<file path="config.mk">
export PLATFORM = sky130hd
export DESIGN_NAME = i2s_rx_frontend
export DESIGN_NICKNAME = d
export VERILOG_FILES = /design/src/rtl/i2s_pkg.sv /design/src/rtl/i2s_rx_frontend.sv
export SDC_FILE = /design/constraint.sdc
export NUM_CORES = 1
export LEC_CHECK = 0
export ABC_AREA = 1
export BUFFER_PORTS_ARGS = -buffer_cell sky130_fd_sc_hd__buf_2
export CAP_MARGIN = 20
export CORE_MARGIN = 4
export CORE_UTILIZATION = 40
export CTS_CLUSTER_DIAMETER = 50
export DETAILED_ROUTE_END_ITERATION = 10
export GPL_ROUTABILITY_DRIVEN = 0
export SYNTH_ARGS = -nofsm -noshare
export SYNTH_HDL_FRONTEND = slang
export SYNTH_SLANG_ARGS = --single-unit
export TNS_END_PERCENT = 5
</file>
<file path="constraint.sdc">
create_clock -name i2s_bclk -period 2.1 [get_ports i2s_bclk]
set_clock_uncertainty 0.05 [all_clocks]
set_input_delay 0.42 -clock i2s_bclk [delete_from_list [all_inputs] [get_ports i2s_bclk]]
set_output_delay 0.42 -clock i2s_bclk [all_outputs]
set_load 0.005 [all_outputs]
</file>
<file path="src/rtl/i2s_pkg.sv">
// Shared types and constants for the I2S receive front-end.
// Holds the FSM state encoding and the saturating increment helper.
package i2s_pkg;

   typedef enum logic [1:0] {PRIME, HUNT, SHIFT, PAD} state_t;

   localparam int FMT_I2S = 0;
   localparam int FMT_LJ  = 1;

   localparam logic CH_LEFT  = 1'b0;
   localparam logic CH_RIGHT = 1'b1;

   function automatic logic [31:0] sat_inc(
      input logic [31:0] v,
      input logic [31:0] max
   );
      return (v >= max) ? max : v + 32'd1;
   endfunction

endpackage

</file>
<file path="src/rtl/i2s_rx_frontend.sv">
// Bit-level I2S receiver: LRCLK framing, MSB-first deserialisation,
// toggle-flagged word hand-off and short-word error accounting.
module i2s_rx_frontend
   import i2s_pkg::*;
#(
   parameter int I2S_WIDTH = 24,
   parameter int FORMAT    = FMT_I2S,
   parameter int ERR_CNT_W = 8
) (
   input  logic                 i2s_bclk,
   input  logic                 sys_rst,
   input  logic                 i2s_lrclk,
   input  logic                 i2s_data,
   output logic [I2S_WIDTH-1:0] rx_data,
   output logic                 rx_ch,
   output logic                 rx_valid,
   output logic                 rx_toggle,
   output logic                 word_err,
   output logic [ERR_CNT_W-1:0] err_count,
   output logic                 locked
);

   localparam int CW = $clog2(I2S_WIDTH + 1);
   localparam logic LJ = (FORMAT == FMT_LJ);
   localparam logic [CW-1:0] LAST = CW'(I2S_WIDTH);
   localparam logic [ERR_CNT_W-1:0] ERR_MAX = '1;

   state_t               state_q;
   state_t               state_d;
   logic                 lrclk_q;
   logic                 ch_q;
   logic [I2S_WIDTH-2:0] sh_q;
   logic [CW-1:0]        cnt_q;
   logic [CW-1:0]        cnt_inc;
   logic [I2S_WIDTH-1:0] sh_in;
   logic                 edge_det;
   logic                 last;
   logic                 start;
   logic                 done;
   logic                 short_w;
   logic                 shift_en;

   assign edge_det = (state_q != PRIME) && (i2s_lrclk != lrclk_q);
   assign sh_in    = {sh_q, i2s_data};
   assign cnt_inc  = cnt_q + 1'b1;
   assign last     = (cnt_inc == LAST);

   // In Philips mode the bit sampled on the LRCLK edge is the previous LSB.
   always_comb begin
      state_d  = state_q;
      start    = 1'b0;
      done     = 1'b0;
      short_w  = 1'b0;
      shift_en = 1'b0;
      unique case (state_q)
         PRIME: state_d = HUNT;
         HUNT, PAD: start = edge_det;
         SHIFT: begin
            if (edge_det && !(last && !LJ)) begin
               short_w = 1'b1;
               start   = 1'b1;
            end else begin
               shift_en = 1'b1;
               done     = last;
               start    = edge_det;
               if (last && !edge_det) state_d = PAD;
            end
         end
         default: state_d = PRIME;
      endcase
      if (start) state_d = SHIFT;
   end

   always_ff @(posedge i2s_bclk or posedge sys_rst) begin
      if (sys_rst) begin
         state_q   <= PRIME;
         lrclk_q   <= 1'b0;
         ch_q      <= CH_LEFT;
         sh_q      <= '0;
         cnt_q     <= '0;
         rx_data   <= '0;
         rx_ch     <= CH_LEFT;
         rx_valid  <= 1'b0;
         rx_toggle <= 1'b0;
         word_err  <= 1'b0;
         err_count <= '0;
         locked    <= 1'b0;
      end else begin
         state_q  <= state_d;
         lrclk_q  <= i2s_lrclk;
         rx_valid <= done;
         word_err <= short_w;
         if (shift_en || (start && LJ)) sh_q <= sh_in[I2S_WIDTH-2:0];
         if (start) begin
            ch_q  <= i2s_lrclk;
            cnt_q <= LJ ? CW'(1) : '0;
         end else if (shift_en) begin
            cnt_q <= cnt_inc;
         end
         if (done) begin
            rx_data   <= sh_in;
            rx_ch     <= ch_q;
            rx_toggle <= ~rx_toggle;
         end
         if (short_w) begin
            err_count <= ERR_CNT_W'(sat_inc(32'(err_count), 32'(ERR_MAX)));
            locked    <= 1'b0;
         end else if (done) begin
            locked <= 1'b1;
         end
      end
   end

endmodule

</file>
==> results of run 1 <==
-- worst paths after layout --
kind | to | slack, ps | cells past startpoint
min in group i2s_bclk | lrclk_q$_DFF_PP0_ | 190 | 1
worst max register to register | sh_q[5]$_DFFE_PP0P_ | 290 | 8
worst max-delay path | sh_q[5]$_DFFE_PP0P_ | 290 | 8
worst min register to register | locked$_DFFE_PP0P_ | 420 | 2
worst min-delay path | rx_valid$_DFF_PP0_ | 60 | 2
max in group asynchronous | cnt_q[2]$_DFFE_PP0P_ | 1340 | 3
-- power breakdown --
part           internal, W  total, W  leakage (nW)  switching (W)
clock             0.000703   0.00120         0.106       0.000500
sequential         0.00148   0.00164         0.925       0.000154
combinational     0.000172  0.000390         0.946       0.000218
-- synthesized netlist by cell type, drive strengths merged --
library cell,number
nand2,147
dfrtp,69
nand3,63
inv,17
buf,16
nand4,11
nor2,8
o21ai,7
a21oi,3
ha,2
nand3b,2
clkbuf,1
o21bai,1
or2,1
xnor2,1
-- area by class of cell --
| class | instances | area, um^2 |
|---|---|---|
| fill | 726 | 3750 |
| sequential | 69 | 1730 |
| multi-input combinational | 246 | 1130 |
| timing repair buffer | 46 | 270 |
| clock buffer | 11 | 141 |
| tap | 99 | 124 |
| clock inverter | 5 | 83.8 |
| inverter | 17 | 70.1 |
-- sequential cells by signal, indices dropped and copies added (netlist names) --
name / flops
word_err: 1
sh_q: 23
rx_toggle: 1
rx_ch: 1
rx_data: 24
rx_valid: 1
locked: 1
ch_q: 1
cnt_q: 5
err_count: 8
state_q: 2
lrclk_q: 1
-- metrics by stage --
step	setup WS, ps	hold slack [ps]	utilization, %	power [W]	area, um^2
2_1_floorplan	622	393	-	0.00192	3030
3_3_place_gp	326	409	45.5	0.00205	3320
3_5_place_dp	298	407	45.5	0.00206	3320
4_1_cts	273	63.2	48.6	0.00328	3540
5_1_grt	116	74.4	48.6	0.00343	3540
6_report	289	62.9	48.6	0.00323	3540
-- layout by cell type, fill, tap and decap left out, types with 2 or more instances in the layout --
cell and n:
a21oi_1 3, buf_12 2, buf_2 40, buf_4 4, bufinv_16 2, clkbuf_8 10, clkinvlp_4 3, dfrtp_1 69
ha_1 2, inv_1 15, nand2_1 144, nand2_2 3, nand3_1 61, nand3b_1 2, nand4_1 10, nor2_1 6
o21ai_0 5, o21ai_1 2
-- layer usage --
metal  vias up  routed length [um]
met1      1127                2930
met2        56                2840
li1       1210                   -
met3         8                 314
met5         -                   0
met4         0                  64
-- worst register-to-register path: stages, from the launching register on --
cell and delay [ps]:
dfrtp_1 420, ha_1 250, nand3_1 90, nand2_1 60
nand2_2 110, nand4_4 280, buf_12 290, nand3_1 90
nand2_1 70
-- cells by family after synthesis --
family / Yosys count / share of synthesized area [%]
compound gates: 11 / 1.90
xor+xnor: 1 / 0.289
fa+ha+maj: 2 / 0.826
buf+inv: 34 / 5.70
flops: 69 / 57.0
simple gates: 232 / 34.3
==> flow_metrics.env, run 1 <==
export IMPL_coreArea_um2=7290
export IMPL_syn_nets=355
export IMPL_layout_area_overhead_vs_synth_pct=17.1
export IMPL_h_tree_depth=3
export IMPL_ys_top_cells_by_area="dfrtp_1 57%, nand2_1 18%, nand3_1 10%, nand4_1 2.1%, inv_1 2.0%"
export IMPL_cts_tree="built"
export IMPL_ctsResizeCount=0
export IMPL_synth_area_leader_cell="dfrtp_1"
export IMPL_root_buffer="clkbuf_8"
export IMPL_nets=395
export IMPL_worst_pin_slew_ps=515
export IMPL_powerDensity_nw_per_um2=912
export IMPL_die_h_um=95.0
export IMPL_postCtsHoldBufs=0
export IMPL_synth_cell_types=25
export IMPL_crit_buf_inv=1
export IMPL_cp_startpoint="cnt_q[0]$_DFFE_PP0P_"
export IMPL_maxSlewViolCount=0
export IMPL_finalNonFillerCells=493
export IMPL_portBuffers=40
export IMPL_ys_warn_count=0
export IMPL_post_route_drc_count=0
export IMPL_finalHoldViolations=0
export IMPL_drive_above_1_share_pct=18.0
export IMPL_path_max_fanout=36
export IMPL_initial_core_util_pct=41.5
export IMPL_clkSlewWorstSetupHoldPaths_ps=80
export IMPL_boundaryPins=41
export IMPL_hold_path_class="in2async"
export IMPL_wl_per_cell_um=12.5
export IMPL_cpPeakStageDelay_ps=420
export IMPL_drt_total_wl_mm=6.14
export IMPL_finalSetupViolations=0
export IMPL_cts_inserted_buffers=9
export IMPL_grt_pass1_wl_mm=10.7
export IMPL_post_cts_buffers=0
export IMPL_grt_util_met2_pct=23.5
export IMPL_vdd_drop_max_mv=0.380
export IMPL_track_usage_pct=15.2
export IMPL_p_leak_nw=1.98
export IMPL_drt_initial_drc_count=128
export IMPL_final_antenna_net_count=0
export IMPL_cp_slowest_cell="dfrtp_1"
export IMPL_gr_usage_met3_pct=4.22
export IMPL_grt_max_degree=48
export IMPL_status="completed"
export IMPL_crit_family="simple AND/OR/NAND/NOR gates"
export IMPL_post_dp_hpwl_mm=3.88
export IMPL_syn_area_per_cell_um2=8.68
export IMPL_cp_end_kind="register"
export IMPL_cts_buffer_depth=2
export IMPL_busiest_layer="met2"
export IMPL_yosysSeqAreaShare_pct=57.0
export IMPL_setup_tns_final_ps=0
export IMPL_place_inst=477
export IMPL_grt_overflow_total=0
export IMPL_synth_seq_cells=69
export IMPL_netlist_instances=349
export IMPL_cp_arrival_ps=1990
export IMPL_rsz0062_at_grt="false"
export IMPL_viasPerCell=4.87
export IMPL_required_ps=2280
export IMPL_path_cells="ha_1 -> nand3_1 -> nand2_1 -> nand2_2 -> nand4_4 -> buf_12 -> nand3_1 -> nand2_1"
export IMPL_yosysTopAreaCellShare_pct=57.0
export IMPL_worstSkewPairLatency_ps=340
export IMPL_die_area_um2=9030
export IMPL_clock_sinks=69
export IMPL_diodes=0
export IMPL_via_count=2401
export IMPL_critPathLaunchType="register"
export IMPL_worstSetupPathType="reg2reg"
export IMPL_fin_crit_ps=1810
export IMPL_syn_area_um2=3030
export IMPL_period_share_pct=86.2
export IMPL_fp_dieW_um=95.0
export IMPL_drt_pass1_iterations=5
export IMPL_antenna_found_initial=0
export IMPL_fmaxAchievable_mhz=552
export IMPL_maxCapViolations=0
export IMPL_grt_use_met1_pct=19.9
export IMPL_slew_limit_headroom_pct=65.6
export IMPL_grt_pass1_vias=2327
export IMPL_rows=31
export IMPL_r2r_start="cnt_q[0]$_DFFE_PP0P_"
(Power assumes the default switching activity.)
==> run 2: changes to the inputs <==
--- a/config.mk
+++ b/config.mk
@@ -8,7 +8,6 @@
 export ABC_AREA = 1
 export BUFFER_PORTS_ARGS = -buffer_cell sky130_fd_sc_hd__buf_2
 export CAP_MARGIN = 20
-export CORE_MARGIN = 4
 export CORE_UTILIZATION = 40
 export CTS_CLUSTER_DIAMETER = 50
 export DETAILED_ROUTE_END_ITERATION = 10
==> run 2 against run 1 <==
  * Core utilization fell by 0.26 points
  * Worst hold slack improved by 8.5 ps
  * Routed wire length rose by 1.8%
  * Combinational power rose by 2%
  * Global-route usage rose by 2.1 points
  * Critical endpoint is now sh_q[0]$_DFFE_PP0P_
==> flow_metrics.env, run 2 (synthesized netlist as in run 1, its figures left out) <==
export IMPL_via_count=2430
export IMPL_setup_tns_final_ps=0
export IMPL_die_area_um2=7920
export IMPL_track_usage_pct=17.3
export IMPL_rsz0062_at_grt="false"
export IMPL_nets=399
export IMPL_portBuffers=40
export IMPL_final_antenna_net_count=0
export IMPL_clock_sinks=69
export IMPL_critPathLaunchType="register"
export IMPL_maxSlewViolCount=0
export IMPL_rows=31
export IMPL_drive_above_1_share_pct=19.1
export IMPL_p_leak_nw=1.98
export IMPL_cp_end_kind="register"
export IMPL_clkSlewWorstSetupHoldPaths_ps=80
export IMPL_postCtsHoldBufs=0
export IMPL_layout_area_overhead_vs_synth_pct=16.4
export IMPL_coreArea_um2=7290
export IMPL_top_register="rx_data"
export IMPL_cts_inserted_buffers=9
export IMPL_fmaxAchievable_mhz=577
export IMPL_fp_dieW_um=89.0
export IMPL_wl_per_cell_um=12.6
export IMPL_drt_total_wl_mm=6.25
export IMPL_drt_initial_drc_count=166
export IMPL_grt_pass1_vias=2274
export IMPL_cp_arrival_ps=1970
export IMPL_diodes=0
export IMPL_post_route_drc_count=0
export IMPL_vdd_drop_max_mv=0.328
export IMPL_drt_pass1_iterations=4
export IMPL_num_fill_cells=717
export IMPL_worstSetupPathType="reg2reg"
export IMPL_required_ps=2340
export IMPL_power_total_w=0.00301
export IMPL_finalHoldViolations=0
export IMPL_initial_core_util_pct=41.5
export IMPL_hold_path_class="in2async"
export IMPL_finalSetupViolations=0
export IMPL_path_max_fanout=23
export IMPL_viasPerCell=4.89
export IMPL_antenna_found_initial=0
export IMPL_cts_tree="built"
export IMPL_post_cts_buffers=0
export IMPL_maxCapViolations=0
export IMPL_grt_pass1_wl_mm=10.6
export IMPL_grt_max_degree=46
export IMPL_final_common_cell="nand2_1"
export IMPL_largest_register_ffs=24
export IMPL_top_regs="rx_data (24), sh_q (23), err_count (8)"
export IMPL_root_buffer="clkbuf_8"
export IMPL_slew_limit_headroom_pct=72.3
export IMPL_fin_crit_ps=1730
export IMPL_post_dp_hpwl_mm=4.01
export IMPL_cts_buffer_depth=2
export IMPL_period_share_pct=82.6
export IMPL_status="completed"
export IMPL_powerDensity_nw_per_um2=852
export IMPL_h_tree_depth=3
export IMPL_mostFrequentLayoutCells="144 x nand2_1, 69 x dfrtp_1, 61 x nand3_1"
export IMPL_die_h_um=89.0
export IMPL_ctsResizeCount=0
export IMPL_worstSkewPairLatency_ps=340
export IMPL_boundaryPins=41
export IMPL_worst_pin_slew_ps=414
export IMPL_grt_overflow_total=0
==> run 2: cell count changes in the layout (fill, tap and decap cells not counted) <==
cell / before / now
buf_4: 4 / 8
clkinv_2: 0 / 3
bufinv_16: 2 / 0
clkbuf_1: 1 / 0
==> run 2: power by group <==
part,total [W],switching [W],internal [W]
registers,0.00164,0.000157,0.00148
clock network,0.000968,0.000513,0.000456
logic,0.000396,0.000219,0.000177
total,0.00301,0.000888,0.00212
==> run 2: final cells by class <==
cell class / count / area, um^2 / share of cell area [%]
clock buffers: 10 / 138 / 3.90
clock inverters: 6 / 38.8 / 1.10
well taps: 99 / 124 / 3.51
flip-flops and latches: 69 / 1730 / 49.0
repair buffers: 50 / 300 / 8.52
inverters: 17 / 70.1 / 1.99
multi-input cells: 246 / 1130 / 32.0
==> run 2: stage by stage <==
step	setup WS (ps)	instances	hold slack (ps)	area [um^2]	util, %
final	366	497	71.4	3530	48.4
after detailed placement	375	481	410	3350	45.9
after floorplan	622	349	393	3030	-
after CTS	352	497	74.1	3530	48.4
after global routing	185	497	86.8	3530	48.4
after global placement	378	481	406	3350	45.9
==> run 2: critical path, cell delays in order (launching register included) <==
cell,delay (ps)
dfrtp_1,440
ha_1,260
nand3_1,90
nand2_1,60
nand2_2,110
nand3_2,100
nand2_2,340
nand3_1,140
nand2_1,80
==> run 2: routing by layer <==
layer	vias up	routed length (um)	share of wire (%)	global-route usage (%)
met3	7	236	3.8	3.42
met4	0	57	0.91	6.93
met1	1161	3080	49	24.3
met5	-	0	0	0
li1	1216	-	-	-
met2	46	2880	46	26.6
==> run 2: worst paths after layout <==
path                                              start                 endpoint  slack (ps)  cells past startpoint
worst max-delay path               cnt_q[0]$_DFFE_PP0P_      sh_q[0]$_DFFE_PP0P_         370                      8
worst min-delay path                            sys_rst  rx_data[21]$_DFFE_PP0P_          70                      3
worst max register to register     cnt_q[0]$_DFFE_PP0P_      sh_q[0]$_DFFE_PP0P_         370                      8
worst min register to register  rx_data[21]$_DFFE_PP0P_  rx_data[21]$_DFFE_PP0P_         420                      2
max in group asynchronous                       sys_rst     sh_q[10]$_DFFE_PP0P_        1650                      3
min in group i2s_bclk                         i2s_lrclk        lrclk_q$_DFF_PP0_         180                      1
==> run 3: changes to the inputs <==
==> constraint.sdc (replaced) <==
create_clock -name i2s_bclk -period 1.4 [get_ports i2s_bclk]
set_clock_uncertainty 0.05 [all_clocks]
set_input_delay 0.28 -clock i2s_bclk [delete_from_list [all_inputs] [get_ports i2s_bclk]]
set_output_delay 0.28 -clock i2s_bclk [all_outputs]
set_load 0.005 [all_outputs]
==> run 3 against run 2 <==
  * The run now ends with setup timing left
  * Power grew 72%
  * Critical path depth up 1
  * First-iteration DRC count is 9.6% lower
  * Non-clock buffer count rose by 16
==> flow_metrics.env, run 3 (synthesized netlist as in run 1, its figures left out) <==
export IMPL_status="finished with violations"
export IMPL_violations="setup timing"
export IMPL_crit_family="simple AND/OR/NAND/NOR gates"
export IMPL_rsz0062_at_grt="true"
export IMPL_cpMostUsedCell="nand2_1"
export IMPL_drt_initial_drc_count=150
export IMPL_initial_core_util_pct=41.5
export IMPL_final_common_cell="nand2_1"
export IMPL_drive_above_1_share_pct=23.2
export IMPL_maxSlewViolCount=0
export IMPL_cpPeakStageDelay_ps=420
export IMPL_mostFrequentLayoutCells="142 x nand2_1, 69 x dfrtp_1, 59 x nand3_1"
export IMPL_path_cells="buf_4 -> nand3_1 -> nand2_1 -> nand2_2 -> nand4_4 -> buf_6 -> buf_16 -> nand2_1 -> nand2_1"
export IMPL_top_regs="rx_data (24), sh_q (23), err_count (8)"
export IMPL_rows=31
export IMPL_grt_pass1_vias=2414
export IMPL_top_register="rx_data"
export IMPL_coreArea_um2=7290
export IMPL_required_ps=1590
export IMPL_setup_tns_final_ps=-7720
export IMPL_largest_register_ffs=24
export IMPL_track_usage_pct=18.9
export IMPL_fin_crit_ps=1560
export IMPL_grt_pass1_wl_mm=11.4
export IMPL_boundaryPins=41
export IMPL_fp_dieW_um=89.0
export IMPL_place_area_um2=3470
export IMPL_cp_depth=9
export IMPL_cp_end_kind="register"
export IMPL_powerDensity_nw_per_um2=1330
export IMPL_drt_pass1_iterations=4
export IMPL_cp_slowest_cell="dfrtp_1"
export IMPL_post_route_drc_count=0
export IMPL_hold_path_class="in2reg"
export IMPL_final_antenna_net_count=0
export IMPL_finalSetupViolations=60
export IMPL_worst_r2r_cell_count=9
export IMPL_drt_total_wl_mm=6.66
export IMPL_worst_pin_slew_ps=366
export IMPL_grt_util_met2_pct=29.8
export IMPL_period_share_pct=111
export IMPL_cts_buffer_depth=2
export IMPL_portBuffers=40
export IMPL_die_h_um=89.0
export IMPL_grt_use_met1_pct=25.3
export IMPL_cts_tree="built"
export IMPL_finalHoldViolations=0
export IMPL_wl_per_cell_um=13.0
export IMPL_antenna_found_initial=0
export IMPL_busiest_layer="met2"
export IMPL_maxCapViolations=0
export IMPL_die_area_um2=7920
export IMPL_worst_slack_ps=-156
export IMPL_clkSlewWorstSetupHoldPaths_ps=70
export IMPL_path_max_fanout=18
export IMPL_vdd_drop_max_mv=0.590
export IMPL_post_dp_hpwl_mm=4.01
export IMPL_grt_overflow_total=0
export IMPL_crit_buf_inv=3
export IMPL_viasPerCell=4.98
export IMPL_p_leak_nw=2.14
export IMPL_h_tree_depth=3
export IMPL_finish_instance_area_um2=3870
export IMPL_diodes=0
export IMPL_worstSetupPathType="reg2reg"
export IMPL_nets=415
export IMPL_clock_sinks=69
export IMPL_gr_usage_met3_pct=5.54
export IMPL_cts_inserted_buffers=9
export IMPL_grt_max_degree=70
export IMPL_slew_limit_headroom_pct=75.6
export IMPL_hold_slack_ps=36.0
export IMPL_fmaxAchievable_mhz=642
export IMPL_critPathLaunchType="register"
export IMPL_root_buffer="clkbuf_8"
export IMPL_worstSkewPairLatency_ps=350
export IMPL_cp_arrival_ps=1740
export IMPL_via_count=2553
export IMPL_hold_depth=1
export IMPL_layout_area_overhead_vs_synth_pct=27.9
==> run 3: stage by stage <==
stage | power, W | setup WS, ps | util [%] | instances
global route | 0.00543 | -275 | 53.1 | 513
finish | 0.00516 | -156 | 53.1 | 513
CTS | 0.00522 | -149 | 52.7 | 512
detailed placement | 0.00319 | -175 | 47.6 | 491
floorplan | 0.00288 | -77.8 | - | 349
global placement | 0.00317 | -117 | 47.6 | 491
==> run 3: final cells by class <==
class,instances,area [um^2]
well taps,99,124
fillers,695,3420
clock buffers,11,141
flip-flops and latches,69,1730
multi-input cells,246,1160
repair buffers,66,533
clock inverters,5,106
inverters,17,75.1
==> run 3: what timing repair did <==
action / 4_1_cts / 5_1_grt
gates resized for setup: 11 / 4
cloned: 2 / 0
hold buffers: 1 / 0
hold endpoints to repair: 69 / 0
pin swaps: 5 / 2
setup endpoints to repair: 61 / 63
buffers inserted: 2 / 1
==> run 3: worst paths after layout <==
| kind | from | to | slack [ps] |
|---|---|---|---|
| max | cnt_q[0]$_DFFE_PP0P_ | rx_data[13]$_DFFE_PP0P_ | -160 |
| min | i2s_lrclk | lrclk_q$_DFF_PP0_ | 40 |
| max reg2reg | cnt_q[0]$_DFFE_PP0P_ | rx_data[13]$_DFFE_PP0P_ | -160 |
| min reg2reg | locked$_DFFE_PP0P_ | locked$_DFFE_PP0P_ | 420 |
| max in group asynchronous | sys_rst | rx_data[5]$_DFFE_PP0P_ | 480 |
| min in group asynchronous | sys_rst | rx_data[20]$_DFFE_PP0P_ | 510 |
==> run 3: metal layers <==
metal | share of wire [%] | vias up | wire length, um
met3 | 4.1 | 11 | 271
met5 | 0 | - | 0
met1 | 47 | 1241 | 3150
met2 | 47 | 48 | 3130
met4 | 1.7 | 0 | 111
li1 | - | 1253 | -
==> run 3: report_power, final <==
| part | internal [W] | switching (W) | total (W) |
|---|---|---|---|
| clock | 0.00124 | 0.000769 | 0.00201 |
| sequential | 0.00223 | 0.000216 | 0.00244 |
| combinational | 0.000342 | 0.000371 | 0.000713 |
| total | 0.00381 | 0.00136 | 0.00516 |
